## src/rtl/alu_ctrl_pkg.sv

```systemverilog
// Shared encodings for the ALU control decoder and the multiply/divide unit:
// ALUOp values, funct fields, ALU operation codes and the MDU state enum.
package alu_ctrl_pkg;

  localparam logic [1:0] ALUOP_ADD   = 2'b00;
  localparam logic [1:0] ALUOP_SUB   = 2'b01;
  localparam logic [1:0] ALUOP_RTYPE = 2'b10;
  localparam logic [1:0] ALUOP_IMM   = 2'b11;

  localparam logic [5:0] F_ADD   = 6'b100000;
  localparam logic [5:0] F_SUB   = 6'b100010;
  localparam logic [5:0] F_AND   = 6'b100100;
  localparam logic [5:0] F_OR    = 6'b100101;
  localparam logic [5:0] F_NOR   = 6'b100111;
  localparam logic [5:0] F_SLT   = 6'b101010;
  localparam logic [5:0] F_MULT  = 6'b011000;
  localparam logic [5:0] F_MULTU = 6'b011001;
  localparam logic [5:0] F_DIV   = 6'b011010;
  localparam logic [5:0] F_DIVU  = 6'b011011;
  localparam logic [5:0] F_MFHI  = 6'b010000;
  localparam logic [5:0] F_MTHI  = 6'b010001;
  localparam logic [5:0] F_MFLO  = 6'b010010;
  localparam logic [5:0] F_MTLO  = 6'b010011;

  // Immediate-compare forms only look at the low funct nibble.
  localparam logic [3:0] IMM_SUB = 4'b0010;
  localparam logic [3:0] IMM_SLT = 4'b1010;

  localparam logic [3:0] OP_AND = 4'b0000;
  localparam logic [3:0] OP_OR  = 4'b0001;
  localparam logic [3:0] OP_ADD = 4'b0010;
  localparam logic [3:0] OP_SUB = 4'b0110;
  localparam logic [3:0] OP_SLT = 4'b0111;
  localparam logic [3:0] OP_NOR = 4'b1100;

  typedef enum logic [1:0] {
    ST_IDLE = 2'd0,
    ST_RUN  = 2'd1,
    ST_FIX  = 2'd2
  } state_t;

  function automatic logic is_mdu_funct(input logic [5:0] f);
    return (f == F_MULT) || (f == F_MULTU) || (f == F_DIV) || (f == F_DIVU);
  endfunction

endpackage

```

## src/rtl/mdu_iter.sv

```systemverilog
// Iterative multiply (shift-add) / restoring divide datapath, one bit per step,
// operating on magnitudes with sign fix-up applied combinationally to the result.
module mdu_iter #(
  parameter int WIDTH = 32
) (
  input  logic             clk,
  input  logic             rst,
  input  logic             start,
  input  logic             step,
  input  logic             op_div,
  input  logic             op_sgn,
  input  logic [WIDTH-1:0] a,
  input  logic [WIDTH-1:0] b,
  output logic             last,
  output logic [WIDTH-1:0] res_hi,
  output logic [WIDTH-1:0] res_lo
);

  localparam int CNT_W = $clog2(WIDTH) + 1;
  localparam logic [CNT_W-1:0] CNT_LAST = CNT_W'(WIDTH - 1);

  logic [CNT_W-1:0] cnt;
  logic [WIDTH-1:0] acc;   // product high half / partial remainder
  logic [WIDTH-1:0] sh;    // multiplier shifting out / dividend-quotient
  logic [WIDTH-1:0] opnd;  // multiplicand / divisor magnitude
  logic             is_div, neg_q, neg_r, dz;

  logic             sa, sb;
  logic [WIDTH-1:0] mag_a, mag_b;
  logic [WIDTH:0]   msum;
  logic [WIDTH:0]   shifted;
  logic             ge;
  logic [WIDTH-1:0] rem_sub;
  logic [2*WIDTH-1:0] prod, prod_f;

  assign sa    = op_sgn & a[WIDTH-1];
  assign sb    = op_sgn & b[WIDTH-1];
  assign mag_a = sa ? -a : a;
  assign mag_b = sb ? -b : b;

  assign msum    = {1'b0, acc} + (sh[0] ? {1'b0, opnd} : '0);
  assign shifted = {acc, sh[WIDTH-1]};
  assign ge      = shifted >= {1'b0, opnd};
  // Only used when ge holds, so the true difference is below 2^WIDTH.
  assign rem_sub = shifted[WIDTH-1:0] - opnd;

  always_ff @(posedge clk) begin
    if (rst) begin
      cnt    <= '0;
      acc    <= '0;
      sh     <= '0;
      opnd   <= '0;
      is_div <= 1'b0;
      neg_q  <= 1'b0;
      neg_r  <= 1'b0;
      dz     <= 1'b0;
    end else if (start) begin
      cnt    <= '0;
      acc    <= '0;
      sh     <= mag_a;
      opnd   <= mag_b;
      is_div <= op_div;
      neg_q  <= sa ^ sb;
      neg_r  <= sa;
      dz     <= op_div & (b == '0);
    end else if (step) begin
      cnt <= cnt + 1'b1;
      if (is_div) begin
        acc <= ge ? rem_sub : shifted[WIDTH-1:0];
        sh  <= {sh[WIDTH-2:0], ge};
      end else begin
        acc <= msum[WIDTH:1];
        sh  <= {msum[0], sh[WIDTH-1:1]};
      end
    end
  end

  assign last   = (cnt == CNT_LAST);
  assign prod   = {acc, sh};
  assign prod_f = neg_q ? -prod : prod;

  always_comb begin
    res_hi = prod_f[2*WIDTH-1:WIDTH];
    res_lo = prod_f[WIDTH-1:0];
    if (is_div) begin
      res_hi = neg_r ? -acc : acc;
      res_lo = dz ? '1 : (neg_q ? -sh : sh);
    end
  end

endmodule

```

## src/rtl/alu_control_mdu.sv

```systemverilog
// ALU operation decode plus multi-cycle MULT/DIV control with HI/LO registers;
// stalls the core from issue through the last iteration, retiring on the FIX edge.
module alu_control_mdu
  import alu_ctrl_pkg::*;
#(
  parameter int WIDTH = 32,
  parameter int OP_W  = 4
) (
  input  logic             clk,
  input  logic             rst,
  input  logic             valid,
  input  logic [1:0]       alu_op,
  input  logic [5:0]       funct,
  input  logic [WIDTH-1:0] src_a,
  input  logic [WIDTH-1:0] src_b,
  output logic [OP_W-1:0]  operation,
  output logic             stall,
  output logic [WIDTH-1:0] hilo_rd,
  output logic             hilo_rd_en,
  output logic [WIDTH-1:0] hi,
  output logic [WIDTH-1:0] lo
);

  state_t           state, state_nxt;
  logic             rtype, issue, start, step, fix, last;
  logic [3:0]       op_code;
  logic [WIDTH-1:0] res_hi, res_lo;

  assign rtype = valid & (alu_op == ALUOP_RTYPE);
  assign issue = rtype & is_mdu_funct(funct);

  always_comb begin
    op_code = OP_AND;
    case (alu_op)
      ALUOP_ADD: op_code = OP_ADD;
      ALUOP_SUB: op_code = OP_SUB;
      ALUOP_RTYPE: begin
        case (funct)
          F_ADD:   op_code = OP_ADD;
          F_SUB:   op_code = OP_SUB;
          F_AND:   op_code = OP_AND;
          F_OR:    op_code = OP_OR;
          F_NOR:   op_code = OP_NOR;
          F_SLT:   op_code = OP_SLT;
          default: op_code = OP_AND;
        endcase
      end
      default: begin
        case (funct[3:0])
          IMM_SUB: op_code = OP_SUB;
          IMM_SLT: op_code = OP_SLT;
          default: op_code = OP_AND;
        endcase
      end
    endcase
  end

  assign operation = OP_W'(op_code);

  always_ff @(posedge clk) begin
    if (rst) state <= ST_IDLE;
    else     state <= state_nxt;
  end

  always_comb begin
    state_nxt = state;
    case (state)
      ST_IDLE: if (issue) state_nxt = ST_RUN;
      ST_RUN:  if (last)  state_nxt = ST_FIX;
      ST_FIX:  state_nxt = ST_IDLE;
      default: state_nxt = ST_IDLE;
    endcase
  end

  always_comb begin
    start = (state == ST_IDLE) & issue;
    step  = (state == ST_RUN);
    fix   = (state == ST_FIX);
    stall = start | step;
  end

  mdu_iter #(.WIDTH(WIDTH)) u_iter (
    .clk    (clk),
    .rst    (rst),
    .start  (start),
    .step   (step),
    .op_div (funct[1]),
    .op_sgn (~funct[0]),
    .a      (src_a),
    .b      (src_b),
    .last   (last),
    .res_hi (res_hi),
    .res_lo (res_lo)
  );

  // Moves to HI/LO only take effect while no MDU operation owns the registers.
  always_ff @(posedge clk) begin
    if (rst) begin
      hi <= '0;
      lo <= '0;
    end else if (fix) begin
      hi <= res_hi;
      lo <= res_lo;
    end else if ((state == ST_IDLE) && rtype) begin
      if (funct == F_MTHI) hi <= src_a;
      if (funct == F_MTLO) lo <= src_a;
    end
  end

  assign hilo_rd_en = rtype & ((funct == F_MFHI) | (funct == F_MFLO));
  assign hilo_rd    = (funct == F_MFHI) ? hi : lo;

endmodule

```

## config.mk

```make
export PLATFORM = sky130hd
export DESIGN_NAME = alu_control_mdu
export DESIGN_NICKNAME = d
export VERILOG_FILES = /design/src/rtl/alu_ctrl_pkg.sv /design/src/rtl/mdu_iter.sv /design/src/rtl/alu_control_mdu.sv
export SDC_FILE = /design/constraint.sdc
export NUM_CORES = 1
export LEC_CHECK = 0
export BUFFER_PORTS_ARGS = -buffer_cell sky130_fd_sc_hd__buf_2
export CAP_MARGIN = 15
export CORE_MARGIN = 4
export CORE_UTILIZATION = 40
export DETAILED_ROUTE_END_ITERATION = 8
export SKIP_CTS_REPAIR_TIMING = 1
export SKIP_LAST_GASP = 1
export SLEW_MARGIN = 30
export SYNTH_ARGS = -nofsm -noshare
export SYNTH_HDL_FRONTEND = slang
export SYNTH_HIERARCHICAL = 1
export SYNTH_SLANG_ARGS = --single-unit
```

## constraint.sdc

```tcl
create_clock -name clk -period 3.8 [get_ports clk]
set_clock_uncertainty 0.05 [all_clocks]
set_input_delay 0.19 -clock clk [delete_from_list [all_inputs] [get_ports clk]]
set_output_delay 0.19 -clock clk [all_outputs]
set_load 0.01 [all_outputs]
```

-- Word level (Yosys, flattened, before mapping)
Index checks and enable logic that the tools add are counted.
- memories: 0
- register bits after elaboration: 172
- bits in read-only memories: 0
- bits in latches: 0
- logic and storage cells: 95
- memory bits (writable): 0
- output and inout port bits: 102
- $add $sub $neg: 8
- multiplexer cells: 27
- $mul: 0
- divide/modulo/power cells: 0
- equal/unequal tests: 22
- order comparisons: 1
- shift-type cells: 0
- reduce and logical (&&, ||, !) cells: 15
- bitwise logic cells: 11
- operator list (cell ; count):
    32-bit two-way mux ; 20
    32-bit negation ; 4
    64-bit two-way mux ; 1
    64-bit negation ; 1
    6-bit by 5-bit == test with 1-bit output, second input constant ; 9
    32-bit by 33-bit adder with 33-bit output ; 1
    33-bit by 32-bit greater-or-equal comparator with 1-bit output ; 1
    32-bit logical NOT ; 1
    32-bit subtractor ; 1
    6-bit == test, second input constant ; 5
    4-bit one-hot mux with 5 select lines ; 1
    4-bit one-hot mux with 3 select lines ; 1
    2-bit nonzero test ; 4
    1-bit AND ; 7
    6-bit by 1-bit adder with 6-bit output, second input constant ; 1
    3-bit one-hot mux with 2 select lines ; 1
    2-bit AND reduction ; 3
    2-bit by 1-bit == test with 1-bit output, second input constant ; 2
    2-bit == test, second input constant ; 2
    4-bit by 2-bit == test with 1-bit output, second input constant ; 1
    4-bit == test, second input constant ; 1
    2-bit logical NOT ; 2
    2-bit two-way mux ; 2
    2-bit one-hot mux with 2 select lines ; 1
    other kinds (8) ; 11

-- Depth between registers and ports, before layout
- depth in word-level cells: 7
- gate-level depth with buffers: 13
- depth with buffers taken out: 12

-- Cells and area by module
The synthesis kept the hierarchy.
- modules (own cells, without submodules) (module ; cells each ; area an instance (µm²) ; instances):
    mdu_iter ; 1641 ; 11712.5 ; 1
    alu_control_mdu ; 356 ; 3594.7 ; 1

-- Worst setup path before layout
Ideal clock, no wire load.
- kind: register -> register
- start point: register u_iter.acc[0]
- end point: register hi[30]
- stages on the path, launching flop included: 13
- data required time: 3.663 ns
- period minus slack after synthesis: 3.122 ns
- path buffers: 0
- path slack: 0.678 ns
- arrival: 2.986 ns
- cells stage by stage: dfxtp_1 inv_1 ha_1 or3b_2 or3_1 or3_4 nor4b_4 nand4_1 o21ai_0 nand3_1 xor2_1 mux2i_1 a211oi_1
- word-level cells in the longest chain between the ends: 4
- ends and longest elaborated chain (what ; line ; RTL):
    start: declaration ; mdu_iter.sv:23 ; logic [WIDTH-1:0] acc;
    start signal: assignment ; mdu_iter.sv:69 ; acc <= ge ? rem_sub : shifted[WIDTH-1:0];
    start signal: assignment ; mdu_iter.sv:72 ; acc <= msum[WIDTH:1];
    64-bit negation or 32-bit negation (tied branches) ; mdu_iter.sv:80, mdu_iter.sv:86 ;
    64-bit two-way mux or 32-bit two-way mux (tied branches) ; mdu_iter.sv:80, mdu_iter.sv:86 ;
    32-bit two-way mux (*) ; mdu_iter.sv:85 ; if (is_div) begin
    via res_hi[30] ; alu_control_mdu.sv:27 ; logic [WIDTH-1:0] res_hi, res_lo;
    32-bit two-way mux (*) ; alu_control_mdu.sv:101 ; end else if (fix) begin
    end signal: assignment ; alu_control_mdu.sv:102 ; hi <= res_hi;
    end signal: assignment ; alu_control_mdu.sv:105 ; if (funct == F_MTHI) hi <= src_a;
    end: declaration ; alu_control_mdu.sv:20 ; output logic [WIDTH-1:0] hi,
The timed path passes the listed nets; every way through them passes the cells marked *.
A chain may end at the register's enable or synchronous reset.

-- Final worst setup path
- start point: register u_iter.acc[25]
- end point: register hi[29]
The elaborated chain is that of the path after synthesis.

==> run summary <==
most frequent cell after synthesis -> nor2_1
critical path endpoint category -> flop
Syn Nets -> 2143
Final Max Tran Viols -> 0
worst hold start -> src_b[1]
Max Freq -> 279 MHz
TritonCTS clock tree -> built
Post-synth ARST share -> 0%
Setup Viol. Count Final -> 0
net load switching power -> 0.00133 W
Fillers -> 3820
pin count of the biggest net entering global routing -> 128
DR vias -> 16.3k
hpwl dp -> 44.9 mm
flops & latches, synth -> 172
Critical Path Max Stage Delay -> 0.65 ns
layout cells sized above 1 -> 18.1%
worst-case reg-to-reg path depth -> 10
Pwr Total -> 0.00444 W
via/cell ratio -> 6.11
total negative setup slack -> 0 ns
Clk pwr share -> 43.1%
vias in the first global route -> 15.5k
# Max-Cap Violations -> 0
CP Cell Sequence -> buf_4 > nor4_1 > inv_1 > or3_1 > or4_1 > a21oi_1 > a21oi_1 > xor2_1 > mux2i_1 > a211oi_1
DRC viols -> 0
Crit path top cell by count -> a21oi_1
worst r2r dst -> hi[29]
port bufs -> 176
startpoint types -> flop
Worst Path Buf+Inv -> 2
clk slew on worst S/H paths -> 0.08 ns
root buf cell -> clkbuf_16
Layout Nets -> 2287
first drt pass iteration count -> 5
sequential power share -> 41.0%
post-synth cell types -> 86
row count -> 71
internal power -> 0.00311 W
failing checks -> hold timing
RSZ-0062 raised after global routing -> no
register area share after synthesis -> 22.5%
Area growth syn-to-layout -> 14.9%
fin crit share -> 94.5%
die span in y -> 204 microns
chip width -> 204 microns
Leakage -> 7.19 nW
final hold violations -> 1
Period minus WS final -> 3.59 ns
critical path required time -> 4.13 ns
initial antenna violation count -> 0
Pwr per Cell Area -> 252 mW/mm^2
Yosys warnings -> 6
CTS buffer count -> 17
hold_ws -> -0.0107 ns
Routed WL per cell -> 21.9 microns
worst-margin pin slew -> 1.03 ns
first-pass GRT wire length -> 89.6 mm
Routed WL -> 58.4 mm
Top FF cell, synth -> dfxtp_1
Final Wtd Congestion -> 1.04
Post-synth EDFFs -> 0
reg2reg setup slack -> 0.21 ns
Synth Instances -> 1997
Arrival @ worst endpoint -> 3.92 ns
combinational group share of total power -> 15.9%
Starting Density -> 40.6%
Sw Share -> 30.0%
post-synthesis area per instance -> 7.67 sq um
top cells by area, synth -> dfxtp_1, a211oi_1, mux2i_1, nor2_1, ha_1
core box area -> 0.0377 sq mm
Ports -> 177
Worst-Skew Late Latency -> 0.46 ns
Hold Path Class -> input port to flop
Crit Path Class -> flop to flop
GR Util All Layers -> 27.2%
CP max-delay cell -> nor4_1
r2r startpoint -> u_iter/acc[25]
Synth top cells by count -> nor2_1, dfxtp_1, nand2_1
synthesized cell area -> 0.0153 sq mm
cell family with most CP delay -> simple AND/OR/NAND/NOR gates
area leader, netlist -> dfxtp_1
H-tree depth -> 4
CTS Sinks -> 172
relative slew slack -> 31.3%
drt initial violations -> 1319
total grt overflow -> 0
Antenna Violating Nets Remaining -> 0
peak supply drop -> 0.337 mV
largest fanout on the critical path -> 5
die area -> 0.0415 sq mm
top cell type's share of synthesized area -> 22.5%
hold path depth -> 3
antenna fix cells -> 0
status -> complete, but fails checks
Longest Clk Path Bufs -> 2
Hold Path End -> u_iter/opnd[1]
## power by group through the flow
stage	combinational, W	clock, W	sequential (W)
final	0.000705	0.00191	0.00182
after global routing	0.000755	0.00202	0.00182
after CTS	0.000690	0.00195	0.00182
after detailed placement	0.000686	0	0.00186
after global placement	0.000685	0	0.00186
after floorplan	0.000396	0	0.00186
## per-stage QoR
step | cells | setup WS, ns | hold slack, ns | cell area, sq um | utilization (%)
5_1_grt | 2664 | 0.0703 | 0.000961 | 17600 | 46.7
3_3_place_gp | 2632 | 0.294 | 0.407 | 16900 | 45.0
4_1_cts | 2664 | 0.320 | -0.0309 | 17600 | 46.7
2_1_floorplan | 1997 | 0.678 | 0.287 | 15300 | -
6_report | 2664 | 0.210 | -0.0107 | 17600 | 46.7
3_5_place_dp | 2633 | 0.346 | 0.420 | 17000 | 45.1
## registers in the layout, summed over array words and instances, names as in the netlist, 2 cells and up
name / count
hi: 32
state: 2
u_iter/opnd: 32
lo: 32
u_iter/sh: 32
u_iter/cnt: 6
u_iter/acc: 32
## how the worst max path moves through the flow
stage | start | slack, ns | cells past startpoint | endpoint
floorplan | u_iter/acc[0] | 0.68 | 12 | hi[30]
global placement | u_iter/acc[25] | 0.29 | 10 | hi[29]
detailed placement | u_iter/acc[25] | 0.35 | 10 | hi[29]
CTS | u_iter/acc[25] | 0.32 | 10 | hi[29]
global route | u_iter/sh[0] | 0.07 | 13 | u_iter/acc[30]
finish | u_iter/acc[25] | 0.21 | 10 | hi[29]
## layer usage
metal,vias up,GRT usage (%),part of all wire (%),wire [microns]
li1,7640,-,-,-
met4,0,15.1,6.1,3570
met1,7746,34.1,41,24200
met5,-,0,0,0
met3,182,4.29,6.5,3780
met2,718,44.5,46,26800
## final cells by class
cell class,count,area [sq um],area share (%)
Clock inverter,13,181,1.03
Timing Repair Buffer,259,1550,8.82
Tap cell,511,639,3.64
Inverter,64,243,1.38
Clock buffer,18,429,2.44
Multi-Input combinational cell,1627,11100,63.1
Sequential cell,172,3440,19.6
## worst reg2reg max path: stages, from the launching register on
cell,delay [ns]
dfxtp_1,0.38
buf_4,0.22
nor4_1,0.65
inv_1,0.18
or3_1,0.39
or4_1,0.60
a21oi_1,0.17
a21oi_1,0.06
xor2_1,0.37
mux2i_1,0.19
a211oi_1,0.25
## cell usage in the layout, fill, tap and decap left out, types with 17 or more instances in the layout
master       n
inv_1       62
xnor2_1     71
o31ai_1     28
buf_4       81
a211oi_2    28
o21ai_0    125
nor2_1     248
nand4_1     20
a21oi_1    118
nor4_1      19
buf_2      175
clkbuf_16   17
a211oi_1   141
a21o_1      21
or3_1       36
nor3_1      41
mux2i_1    103
nand3_1     37
nand2_1    144
dfxtp_1    171
mux2_2      33
xor2_1      87
ha_1        69
a31oi_1     22
## logic make-up after synthesis
family / synth area share, %
simple gates: 20.6
compound gates: 27.6
buf+inv: 5.14
flops: 22.5
xor+xnor: 9.04
mux: 9.16
fa+ha+maj: 5.90
Power figures use the tool's default switching activity.
